## src/rtl/aes_pkg.sv

```systemverilog
// Shared definitions for the SPI front end of the AES core: state encoding,
// frame sizing and default timing.
package aes_pkg;

    localparam int unsigned BLOCK_W         = 128;
    localparam int unsigned CNT_W           = 9;
    localparam int unsigned TIMEOUT_DEFAULT = 64;

    typedef enum logic [2:0] {
        ST_IDLE   = 3'd0,
        ST_RX     = 3'd1,
        ST_LAUNCH = 3'd2,
        ST_WAIT   = 3'd3,
        ST_TX     = 3'd4
    } state_t;

    // Serial frame length: one plaintext block followed by the key.
    function automatic int unsigned frame_bits(input int unsigned nk);
        return BLOCK_W + 32 * nk;
    endfunction

endpackage

```

## src/rtl/aes_spi_shreg.sv

```systemverilog
// Left-shifting register with a saturating bit counter; exposes its upper
// OUT_W bits so a serialiser can take just the MSB.
module aes_spi_shreg
    import aes_pkg::*;
#(
    parameter int unsigned W     = 128,
    parameter int unsigned OUT_W = W
) (
    input  logic             clk,
    input  logic             rst,
    input  logic             clr,
    input  logic             load,
    input  logic [W-1:0]     load_data,
    input  logic             shift,
    input  logic             restart,
    input  logic             din,
    output logic [OUT_W-1:0] top_bits,
    output logic [CNT_W-1:0] count
);

    logic [W-1:0] data;

    // clear beats load beats shift; restart makes this shift the first bit
    always_ff @(posedge clk or posedge rst) begin
        if (rst) begin
            data  <= '0;
            count <= '0;
        end else if (clr) begin
            data  <= '0;
            count <= '0;
        end else if (load) begin
            data  <= load_data;
            count <= '0;
        end else if (shift) begin
            data <= {data[W-2:0], din};
            if (restart) begin
                count <= CNT_W'(1);
            end else if (count != {CNT_W{1'b1}}) begin
                count <= count + CNT_W'(1);
            end
        end
    end

    assign top_bits = data[W-1 -: OUT_W];

endmodule

```

## src/rtl/aes_spi_ctrl.sv

```systemverilog
// SPI-style front end for an AES core: receives plaintext+key serially,
// launches the core, waits with a timeout and shifts the ciphertext back out.
module aes_spi_ctrl
    import aes_pkg::*;
#(
    parameter int unsigned Nk      = 4,
    parameter int unsigned Nr      = 10,
    parameter int unsigned TIMEOUT = TIMEOUT_DEFAULT
) (
    input  logic                clk,
    input  logic                rst,
    input  logic                CS,
    input  logic                SDI,
    output logic                SDO,
    output logic                aes_start,
    output logic [BLOCK_W-1:0]  aes_plaintext,
    output logic [32*Nk-1:0]    aes_key,
    input  logic                aes_done,
    input  logic [BLOCK_W-1:0]  aes_ciphertext,
    output logic                busy,
    output logic                result_valid,
    output logic                err
);

    localparam int unsigned FRAME  = frame_bits(Nk);
    localparam int unsigned KEY_W  = 32 * Nk;
    localparam int unsigned WAIT_W = $clog2(TIMEOUT + 1);

    if (!(Nk == 4 || Nk == 6 || Nk == 8) || Nr == 0 || TIMEOUT == 0) begin : g_bad_params
        $error("aes_spi_ctrl: unsupported Nk/Nr/TIMEOUT");
    end

    state_t             state;
    logic [WAIT_W-1:0]  wait_cnt;
    logic [FRAME-1:0]   rx_frame;
    logic [CNT_W-1:0]   rx_count;
    logic [CNT_W-1:0]   tx_count;
    logic               tx_msb;

    logic rx_shift_c, rx_restart_c, rx_clr_c, tx_load_c, tx_shift_c;

    assign rx_restart_c = (state == ST_IDLE);
    assign rx_shift_c   = !CS && (state == ST_IDLE || state == ST_RX);
    assign rx_clr_c     = CS && (state == ST_RX);
    assign tx_load_c    = aes_done && (state == ST_WAIT);
    assign tx_shift_c   = !CS && (state == ST_TX);

    aes_spi_shreg #(.W(FRAME), .OUT_W(FRAME)) u_rx (
        .clk       (clk),
        .rst       (rst),
        .clr       (rx_clr_c),
        .load      (1'b0),
        .load_data ('0),
        .shift     (rx_shift_c),
        .restart   (rx_restart_c),
        .din       (SDI),
        .top_bits  (rx_frame),
        .count     (rx_count)
    );

    aes_spi_shreg #(.W(BLOCK_W), .OUT_W(1)) u_tx (
        .clk       (clk),
        .rst       (rst),
        .clr       (1'b0),
        .load      (tx_load_c),
        .load_data (aes_ciphertext),
        .shift     (tx_shift_c),
        .restart   (1'b0),
        .din       (1'b0),
        .top_bits  (tx_msb),
        .count     (tx_count)
    );

    // Frame register holds still from LAUNCH through WAIT, so the core sees a stable operand.
    assign aes_plaintext = rx_frame[FRAME-1 -: BLOCK_W];
    assign aes_key       = rx_frame[KEY_W-1:0];
    // TX register drains to zero, so its MSB is already 0 outside TX.
    assign SDO           = tx_msb;

    always_ff @(posedge clk or posedge rst) begin
        if (rst) begin
            state        <= ST_IDLE;
            wait_cnt     <= '0;
            aes_start    <= 1'b0;
            busy         <= 1'b0;
            result_valid <= 1'b0;
            err          <= 1'b0;
        end else begin
            aes_start <= 1'b0;
            err       <= 1'b0;
            case (state)
                ST_IDLE: begin
                    if (!CS) state <= ST_RX;
                end
                ST_RX: begin
                    if (CS) begin
                        err   <= 1'b1;
                        state <= ST_IDLE;
                    end else if (rx_count == CNT_W'(FRAME - 1)) begin
                        aes_start <= 1'b1;
                        busy      <= 1'b1;
                        state     <= ST_LAUNCH;
                    end
                end
                ST_LAUNCH: begin
                    wait_cnt <= '0;
                    state    <= ST_WAIT;
                end
                ST_WAIT: begin
                    if (aes_done) begin
                        busy         <= 1'b0;
                        result_valid <= 1'b1;
                        state        <= ST_TX;
                    end else if (wait_cnt == WAIT_W'(TIMEOUT - 1)) begin
                        busy  <= 1'b0;
                        err   <= 1'b1;
                        state <= ST_IDLE;
                    end else begin
                        wait_cnt <= wait_cnt + WAIT_W'(1);
                    end
                end
                ST_TX: begin
                    if (!CS && tx_count == CNT_W'(BLOCK_W - 1)) begin
                        result_valid <= 1'b0;
                        state        <= ST_IDLE;
                    end
                end
                default: begin
                    busy         <= 1'b0;
                    result_valid <= 1'b0;
                    state        <= ST_IDLE;
                end
            endcase
        end
    end

endmodule

```

## config.mk

```make
export PLATFORM = sky130hd
export DESIGN_NAME = aes_spi_ctrl
export DESIGN_NICKNAME = d
export VERILOG_FILES = /design/src/rtl/aes_pkg.sv /design/src/rtl/aes_spi_shreg.sv /design/src/rtl/aes_spi_ctrl.sv
export SDC_FILE = /design/constraint.sdc
export NUM_CORES = 1
export LEC_CHECK = 0
export BUFFER_PORTS_ARGS = -buffer_cell sky130_fd_sc_hd__buf_2
export CAP_MARGIN = 20
export CORE_AREA = 2 2 220 222
export CTS_CLUSTER_DIAMETER = 30
export DETAILED_ROUTE_END_ITERATION = 8
export DIE_AREA = 0 0 222 224
export PLACE_DENSITY = 0.55
export SLEW_MARGIN = 15
export SYNTH_ARGS = -nofsm -noshare
export SYNTH_HDL_FRONTEND = slang
export SYNTH_SLANG_ARGS = --single-unit
```

## constraint.sdc

```tcl
create_clock -name clk -period 16.8 [get_ports clk]
set_input_delay 0.84 -clock clk [delete_from_list [all_inputs] [get_ports clk]]
set_output_delay 0.84 -clock clk [all_outputs]
set_load 0.05 [all_outputs]
```

# ---- Yosys cells after proc, flatten, opt, wreduce, memory -nomap -nowiden
# Cells that the tools add are included.
dict set report op_classes {
  reduce_logical 21
  n_bitwise 2
  muxes 36
  eq_ne 18
  add_sub_neg 3
}
# cell n
set op_table {}
lappend op_table {{2-to-1 mux 256 bit} 2}
lappend op_table {{2-to-1 mux 128 bit} 2}
lappend op_table {{2-to-1 mux 9 bit} 7}
lappend op_table {{adder 9 x 1 -> 9 bit (second input constant)} 2}
lappend op_table {{2-to-1 mux 3 bit} 6}
lappend op_table {{!= test 9 bit (second input constant)} 2}
lappend op_table {{one-hot mux 3 bit (5 select lines)} 1}
lappend op_table {{2-to-1 mux 7 bit} 2}
lappend op_table {{one-hot mux 7 bit (2 select lines)} 1}
lappend op_table {{2-to-1 mux 1 bit} 12}
lappend op_table {{!= test 2 bit (second input constant)} 5}
lappend op_table {{== test 9 x 7 -> 1 bit (second input constant)} 1}
lappend op_table {{== test 9 x 8 -> 1 bit (second input constant)} 1}
lappend op_table {{AND reduction 4 bit} 2}
lappend op_table {{nonzero test 2 bit} 4}
lappend op_table {{adder 7 x 1 -> 7 bit (second input constant)} 1}
lappend op_table {{== test 7 x 6 -> 1 bit (second input constant)} 1}
lappend op_table {{== test 3 x 2 -> 1 bit (second input constant)} 2}
lappend op_table {{!= test 3 x 2 -> 1 bit (second input constant)} 2}
lappend op_table {{one-hot mux 1 bit (3 select lines)} 2}
lappend op_table {{AND reduction 3 bit} 2}
lappend op_table {{OR reduction 3 bit} 2}
lappend op_table {{logical AND 1 bit} 5}
lappend op_table {{!= test 2 x 1 -> 1 bit (second input constant)} 2}
lappend op_table {{9 further kinds} 11}
dict set report totals {
  wordCells 90
  out_inout_bits 261
  reg_bits 416
}

# ---- Depth between registers and ports, before layout
# Gate-level depths: netlist of the first run.
dict set report logic_depth {
  ltp_word 5
  depth_mapped 10
  mapped_depth_nobuf 9
}

# ---- Hierarchy
# Synthesis of the first run repeated with hierarchy kept, for this count alone.
dict set report hier_totals {
  cells_unflattened 2293
  area_unflattened_um2 21134.0
}
# module area_each_um2 seq_area_each_um2 instances cells_per_inst
set modules_own_cells {}
lappend modules_own_cells {{aes_spi_shreg at u_rx} 13365.3 6631.4 1 1451}
lappend modules_own_cells {{aes_spi_shreg at u_tx} 6956.7 3428.3 1 754}
lappend modules_own_cells {aes_spi_ctrl 812.0 350.3 1 88}

# ---- Least setup slack after synthesis of the first run
# No wires, ideal clock.
dict set report synth_timing {
  path_type {input to register}
  start {input port CS}
  end {register u_tx.data[127]}
  arrival_ps 2247
  path_stages 9
  path_slack_ps 14421
  required_ps 16668
  path_cell_list {clkbuf_1 > or4b_1 > buf_2 > and2_4 > buf_6 > buf_6 > buf_6 > nand2_1 > o21ai_1}
}
dict set report synth_between {
  elab_chain_cells 3
}
# item line_no
set synth_rtl {}
lappend synth_rtl {{start: declaration} aes_spi_ctrl.sv:12} ;# input logic CS,
lappend synth_rtl {{logical NOT 1 bit} aes_spi_ctrl.sv:46} ;# assign tx_shift_c = !CS && (state == ST_TX);
lappend synth_rtl {{logical AND 1 bit} aes_spi_ctrl.sv:46}
lappend synth_rtl {{nonzero test 2 bit (no source line)} n/a}
lappend synth_rtl {{end signal: assignment} aes_spi_shreg.sv:32} ;# data <= load_data;
lappend synth_rtl {{end signal: assignment} aes_spi_shreg.sv:35} ;# data <= {data[W-2:0], din};
lappend synth_rtl {{end: declaration} aes_spi_shreg.sv:21} ;# logic [W-1:0] data;
# Every way passes these cells.
# A chain may end at the register's enable or synchronous reset.

# ---- Worst setup path after layout of the first run
dict set report layout_timing {
  start {register state[0]}
  end {register u_tx.data[73]}
}
dict set report layout_between {
  elab_chain_cells 3
  elab_cells_between_ends 6
}
# item line_no
set layout_rtl {}
lappend layout_rtl {{start: declaration} aes_spi_ctrl.sv:33} ;# state_t state;
lappend layout_rtl {{start signal: assignment} aes_spi_ctrl.sv:82} ;# state <= ST_IDLE;
lappend layout_rtl {{start signal: assignment} aes_spi_ctrl.sv:93} ;# if (!CS) state <= ST_RX;
lappend layout_rtl {{start signal: assignment} aes_spi_ctrl.sv:98} ;# state <= ST_IDLE;
lappend layout_rtl {{== test 3 x 2 -> 1 bit / == test 3 bit (equally long branches)} {aes_spi_ctrl.sv:45, aes_spi_ctrl.sv:46}}
lappend layout_rtl {{logical AND 1 bit, on equally long branches} {aes_spi_ctrl.sv:45, aes_spi_ctrl.sv:46}}
lappend layout_rtl {{2-to-1 mux 128 bit / nonzero test 2 bit (equally long branches)} n/a}
# Parallel ways exist; a longest one is shown, timed or not.

==> results of run 1 <==
## flip-flops by register name, indices dropped and copies added, names as in the netlist, 3 cells and up
name	count
wait_cnt	7
state	3
u_tx.count	9
u_rx.top_bits	256
u_rx.count	9
u_tx.data	128
## per-layer routing
layer / share of wire / track usage / vias up
li1: - / - / 5661
met1: 0.44 / 0.218 / 5989
met2: 0.48 / 0.265 / 305
met3: 0.051 / 0.0497 / 102
met4: 0.036 / 0.0796 / 2
met5: 0.00030 / 0 / -
## kinds of logic (layout without fill, tap and decap cells)
logic type      Yosys count  after routing
xor+xnor                  5              5
simple gates            216            216
fa+ha+maj                 7              7
buf+inv                 117            606
flops                   416            416
compound gates          425            425
other cells               0              2
mux                     129            129
## placed cells by master, fill, tap and decap left out, types with 5 or more instances in the layout
master      synthesis  layout
nor2_1             16      16
ha_1                6       6
bufinv_16           0      19
clkbuf_8            0      12
dfrtp_1           416     416
clkbuf_1           65      10
nand2_1           154     153
nand2b_1            5       5
a22o_1            257     257
a21oi_1             6       6
clkinv_2            0      12
mux2i_1           129     129
xnor2_1             5       5
buf_4               1      11
clkinvlp_4          0      18
clkbuf_16           0     103
o21ai_0            95      95
inv_1              10       9
nand3_1            10      10
clkinv_4            0       6
o21ai_1            50      50
o31ai_1             5       5
buf_2              16     393
## power groups by stage
stage          clock, mW  sequential, mW  combinational, mW
4_1_cts             2.13            1.01             0.0743
3_3_place_gp           0            1.03             0.0736
6_report            2.08            1.01             0.0734
2_1_floorplan          0            1.03             0.0394
3_5_place_dp           0            1.03             0.0740
5_1_grt             2.18            1.01             0.0829
## cell type report
| type | count | area, sq um |
|---|---|---|
| diodes | 2 | 5.00 |
| inverters | 10 | 45.0 |
| well taps | 615 | 769 |
| flip-flops and latches | 416 | 10400 |
| fillers | 4314 | 24800 |
| repair buffers | 408 | 2140 |
| multi-input cells | 782 | 5500 |
| clock inverters | 63 | 926 |
| clock buffers | 125 | 2780 |
## final timing paths
check,end,from,depth (start not counted),slack [ns]
min reg2reg,busy,busy,1,0.46
min in group asynchronous,u_tx.data[47],rst,2,0.45
max in group asynchronous,u_rx.top_bits[227],rst,4,14.02
max,u_tx.data[73],state[0],5,13.38
min,u_rx.top_bits[0],SDI,2,0.44
max reg2reg,u_tx.data[73],state[0],5,13.38
==> impl_results.md, run 1 <==
* Final period util at 0.203
* Static Leak at 12.2 nW
* Switch Pwr at between 600 and 700 uW
* Switching Share at 0.214
* Antenna violations before repair at 3
* Setup WS pre-CTS at 13.02 ns
* Crit path DAT at 3.86 ns
* Max Clock Freq at slightly below 300 MHz
* Internal power at 2.49 mW
* DR pass1 iterations at 5
* Crit path cell chain: nand4b_1 -> buf_4 -> buf_4 -> mux2i_1 -> o21ai_0
* Slew @ Worst Pin at between 1 and 1.5 ns
* CP required at between 15 and 20 ns
* Hold WC Path Type: in -> reg
* CTS tree: done
* Tot Pwr at about 3.2 mW
* VDD IR max at roughly 0.08 mV
* Average wire per standard cell at 17.7 um
* CP dominant cell by count: buf_4
* Clock Sinks at ~420
* Skew final at between 0.02 and 0.03 ns
* Clock power frac at 0.658
* Yosys Warn Count at 0
* Number of vias per cell at around 5
* WHS at approximately 0.44 ns
* Global-route wire length before repair at 67,800 um
* Synth unique cells at 44
* Top-count cell post-synth: dfrtp_1
* GP Congestion at approximately 0.78
* Post-Syn Instances at around 1,300
* Core Util, Final at 0.477
* Synth Area in Simple Gates at 0.0571
* Detailed-route DRC error count at 0
* Synth-to-layout area growth at 37.4%
* Largest net degree at the start of global routing at about 180
* EDFF count, synth at 0
* Wirelength, routed at 42,800 um
* Mapped cell area at 16,400 sq um
* Syn nets at about 1,500
* Row cnt at 80
* Final Hold Vio Count at 0
* Worst path slowest cell: buf_4
* Placed Cells at between 2,000 and 2,500
* Total Die Area at 49,700 sq um
* Clock root buffer: clkbuf_16
* Async S/R FF share, synth at 1.00
* Synth top area share at 0.633
* Crit-path max cell delay at around 0.94 ns
* Post-synthesis register bit count at around 420
* Worst-Skew Late Latency at approximately 0.63 ns
* Share of cells above drive strength 1 at 0.327
* Placement Cell Area at between 15,000 and 20,000 sq um
* CTS Buf Count at ~100
* Adder-Cell Fraction of Synth Area at 0.00518
* Clock buffer depth at 3
* Mean Syn Cell Area at between 10 and 15 sq um
* # IOs at 394
* Htree depth at 3
* Die H at about 220 um
* DRT antenna net count at 0
* Gr ovfl total at 0
* Post-synthesis mux area share at 0.0786
* Final Non-Filler Cells at 2,421
* Vias post-DR at approximately 12,000
* WS Path Type: reg -> reg
* GRT Total Usage at 0.170
* Register area share after synthesis at 0.633
* Synth cell count leaders: dfrtp_1, a22o_1, nand2_1, mux2i_1, o21ai_0
* Dominant cell type by area after synthesis: dfrtp_1
* Comb power frac at 0.023
* Final setup TNS at 0 ns
* Synth area leaders: dfrtp_1, a22o_1, mux2i_1, nand2_1, o21ai_0
* Final worst slack at approximately 13 ns
* Crit end category: flip-flop
* CTS resizes at 0
* Post-Synth XOR/XNOR Area at 0.00266
* Clk slew on worst S/H paths at 0.05 ns
* Initial Utilization at 0.347
* Hpwl dp at 26,400 um
* Std-Cell Core Area at 47,300 sq um
* Iter 0 DRT Violations at roughly 800
* RSZ-0062 raised after global routing: no
* Minimum clock period at approximately 3.4 ns
* Sequential power share at 0.319
* Final Instance Area at between 20,000 and 25,000 sq um
* Compound-cell area share of the yosys netlist at 0.191
* CP bufs+invs at 2
* Max Slew Vio Count at 0
* Final setup fails at 0
* Main synth FF type: dfrtp_1
* Die width at roughly 220 um
* IO buf count at about 400
* Status: finished, final reports clean
* Hold_buf cts at 0
* PD cells at 140 nW/um^2
* Main combinational cell family by area after synthesis: compound AO/OA/AOI/OAI gates
* Number of global-route vias before repair at roughly 12,000
* Slew margin rel. at 0.252
* Worst Path Max Fanout at 66
* Max Cap Viol at 0
* Nets at 1,859
* Critical path's top delay family: buffers and inverters
* Startpoint Class: flip-flop
* Post CTS Setup Buffer Count at 0
Note: power is estimated with default switching activity, not from simulation.
==> run 2: changes to the inputs <==
clock period = 3.3 ns   (was 16.8 ns; I/O delays follow)
==> impl_results.md, run 2 (synthesis results as in run 1) <==
* Crit end category: flip-flop
* Nets at 1,995 (+7.3%)
* Clock buffer depth at 3 (unchanged)
* Average wire per standard cell at 17.5 um (-1.1%)
* Crit path DAT at 2.97 ns (-0.89 ns)
* Antenna violations before repair at 1 (-2)
* Synth-to-layout area growth at 45.1%
* Share of cells above drive strength 1 at 0.307 (-0.0202)
* Largest net degree at the start of global routing at 146 (-17%)
* Final setup fails at 0 (unchanged)
* DRT antenna net count at 0 (unchanged)
* Worst-Skew Late Latency at 0.62 ns (about the same)
* Clock Sinks at 416 (unchanged)
* Final period util at 0.734 (+0.531)
* Clock root buffer: clkbuf_16
* Static Leak at 12.7 nW (+4.6%)
* FF+latch area at 10,400 sq um (unchanged)
* Vias post-DR at 12,700 (+5.3%)
* WS Path Type: reg -> reg
* Max Cap Viol at 0 (unchanged)
* Number of vias per cell at 4.97 (-0.22%)
* Hpwl dp at 27,100 um (+2.8%)
* Gr ovfl total at 0 (unchanged)
* Htree depth at 3 (unchanged)
* CP required at 3.84 ns (-13.41 ns)
* Hold_buf cts at 132 (+132)
* Most common cell after layout, fill and taps aside: dfrtp_1
* CTS tree: done
* Initial Utilization at 0.347 (unchanged)
* Iter 0 DRT Violations at 812 (-0.98%)
* Std-Cell Core Area at 47,300 sq um (unchanged)
* Placed Cells at 2,238 (+0.45%)
* Slew margin rel. at 0.361 (+0.108)
* Max Slew Vio Count at 0 (unchanged)
* Detailed-route DRC error count at 0 (unchanged)
* Number of fill cells in the layout at 4,194 (-2.8%)
* Clk slew on worst S/H paths at 0.04 ns (about the same)
* GRT Total Usage at 0.180 (+0.0106)
* Worst Path Max Fanout at 11 (-83%)
* Final Hold Vio Count at 0 (unchanged)
* CTS Buf Count at 99 (-2.9%)
* Max Clock Freq at 413 MHz (+41%)
* # IOs at 394 (unchanged)
* Hold WC Path Type: in -> async
* Multi-input logic area at 5500 sq um (unchanged)
* Startpoint Class: flip-flop
* Slew @ Worst Pin at 0.959 ns (-0.163 ns)
* RSZ-0062 raised after global routing: no
* VDD IR max at 0.391 mV (+390%)
* Most frequent cells in the layout: dfrtp_1, buf_2, a22o_1, nand2_1, dlygate4sd3_1
* IO buf count at 393 (unchanged)
* Wirelength, routed at 44,700 um (+4.3%)
* Row cnt at 80 (unchanged)
* Minimum clock period at 2.42 ns (-0.993 ns)
* Total Die Area at 49,700 sq um (unchanged)
* Global-route wire length before repair at 72,200 um (+6.5%)
* CTS resizes at 0 (unchanged)
* Worst setup startpoint: u_rx.count[0]
* PD cells at 661 nW/um^2 (+370%)
* Largest register FFs at 256 (unchanged)
* Post CTS Setup Buffer Count at 0 (unchanged)
* Critical R2R Launch: u_rx.count[0]
* Final Non-Filler Cells at 2,555 (+5.5%)
* Skew final at 0.0165 ns (-0.00988 ns)
* DR pass1 iterations at 4 (-1)
* WHS at 0.304 ns (-0.138 ns)
* Number of global-route vias before repair at 13,200 (+8.3%)
* Status: finished, final reports clean
* GP Congestion at 0.788 (+1.3%)
* Die H at 224 um (unchanged)
* Die width at 222 um (unchanged)
[run 2: where the power goes]
| part | internal (mW) | leakage [nW] | switching [mW] | total, mW |
|---|---|---|---|---|
| sequential | 5.13 | 5.79 | 0.0182 | 5.15 |
| combinational | 0.212 | 5.22 | 0.308 | 0.520 |
| clock | 6.99 | 1.72 | 3.10 | 10.1 |
| total | 12.3 | 12.7 | 3.43 | 15.8 |
[run 2: stage by stage]
| step | util | setup WS [ns] | power, mW | setup TNS, ns | instance area [sq um] |
|---|---|---|---|---|---|
| 4_1_cts | 0.504 | 0.878 | 16.0 | 0 | 23800 |
| 3_5_place_dp | 0.401 | 0.897 | 5.63 | 0 | 19000 |
| 5_1_grt | 0.504 | 0.607 | 16.3 | 0 | 23800 |
| 3_3_place_gp | 0.401 | 0.946 | 5.63 | 0 | 19000 |
| 2_1_floorplan | - | -2.47 | 5.45 | -1029.42 | 16400 |
| 6_report | 0.504 | 0.878 | 15.8 | 0 | 23800 |
[run 2: path summary, 6_finish.rpt]
path	to	slack (ns)	cells after the start
max reg2reg	u_rx.count[3]	0.88	9
min	u_rx.top_bits[254]	0.30	3
max	u_rx.count[3]	0.88	9
min in group clk	u_rx.top_bits[0]	0.34	3
min reg2reg	busy	0.47	1
max in group asynchronous	u_rx.top_bits[21]	2.02	4
[run 2: cell type report]
cell class,count,share of cell area
diodes,1,0.000105
clock inverters,60,0.0331
inverters,10,0.00173
clock buffers,124,0.115
repair buffers,547,0.150
flip-flops and latches,416,0.437
multi-input cells,782,0.231
well taps,615,0.0323
[run 2: critical path, cell delays in order (launching register included)]
cell      delay [ns]
dfrtp_1         0.43
ha_1            0.25
and3_1          0.22
nand3_1         0.12
nor2_1          0.08
ha_1            0.19
inv_1           0.09
o211ai_1        0.31
or4_1           0.59
nand3_1         0.09
[run 2: per-layer routing]
metal / vias to the layer above / routed length [um] / GRT usage
met5: - / 0 / 0
met4: 0 / 1660 / 0.0974
met3: 104 / 2350 / 0.0474
met2: 353 / 21900 / 0.290
met1: 6298 / 18800 / 0.224
li1: 5943 / - / -
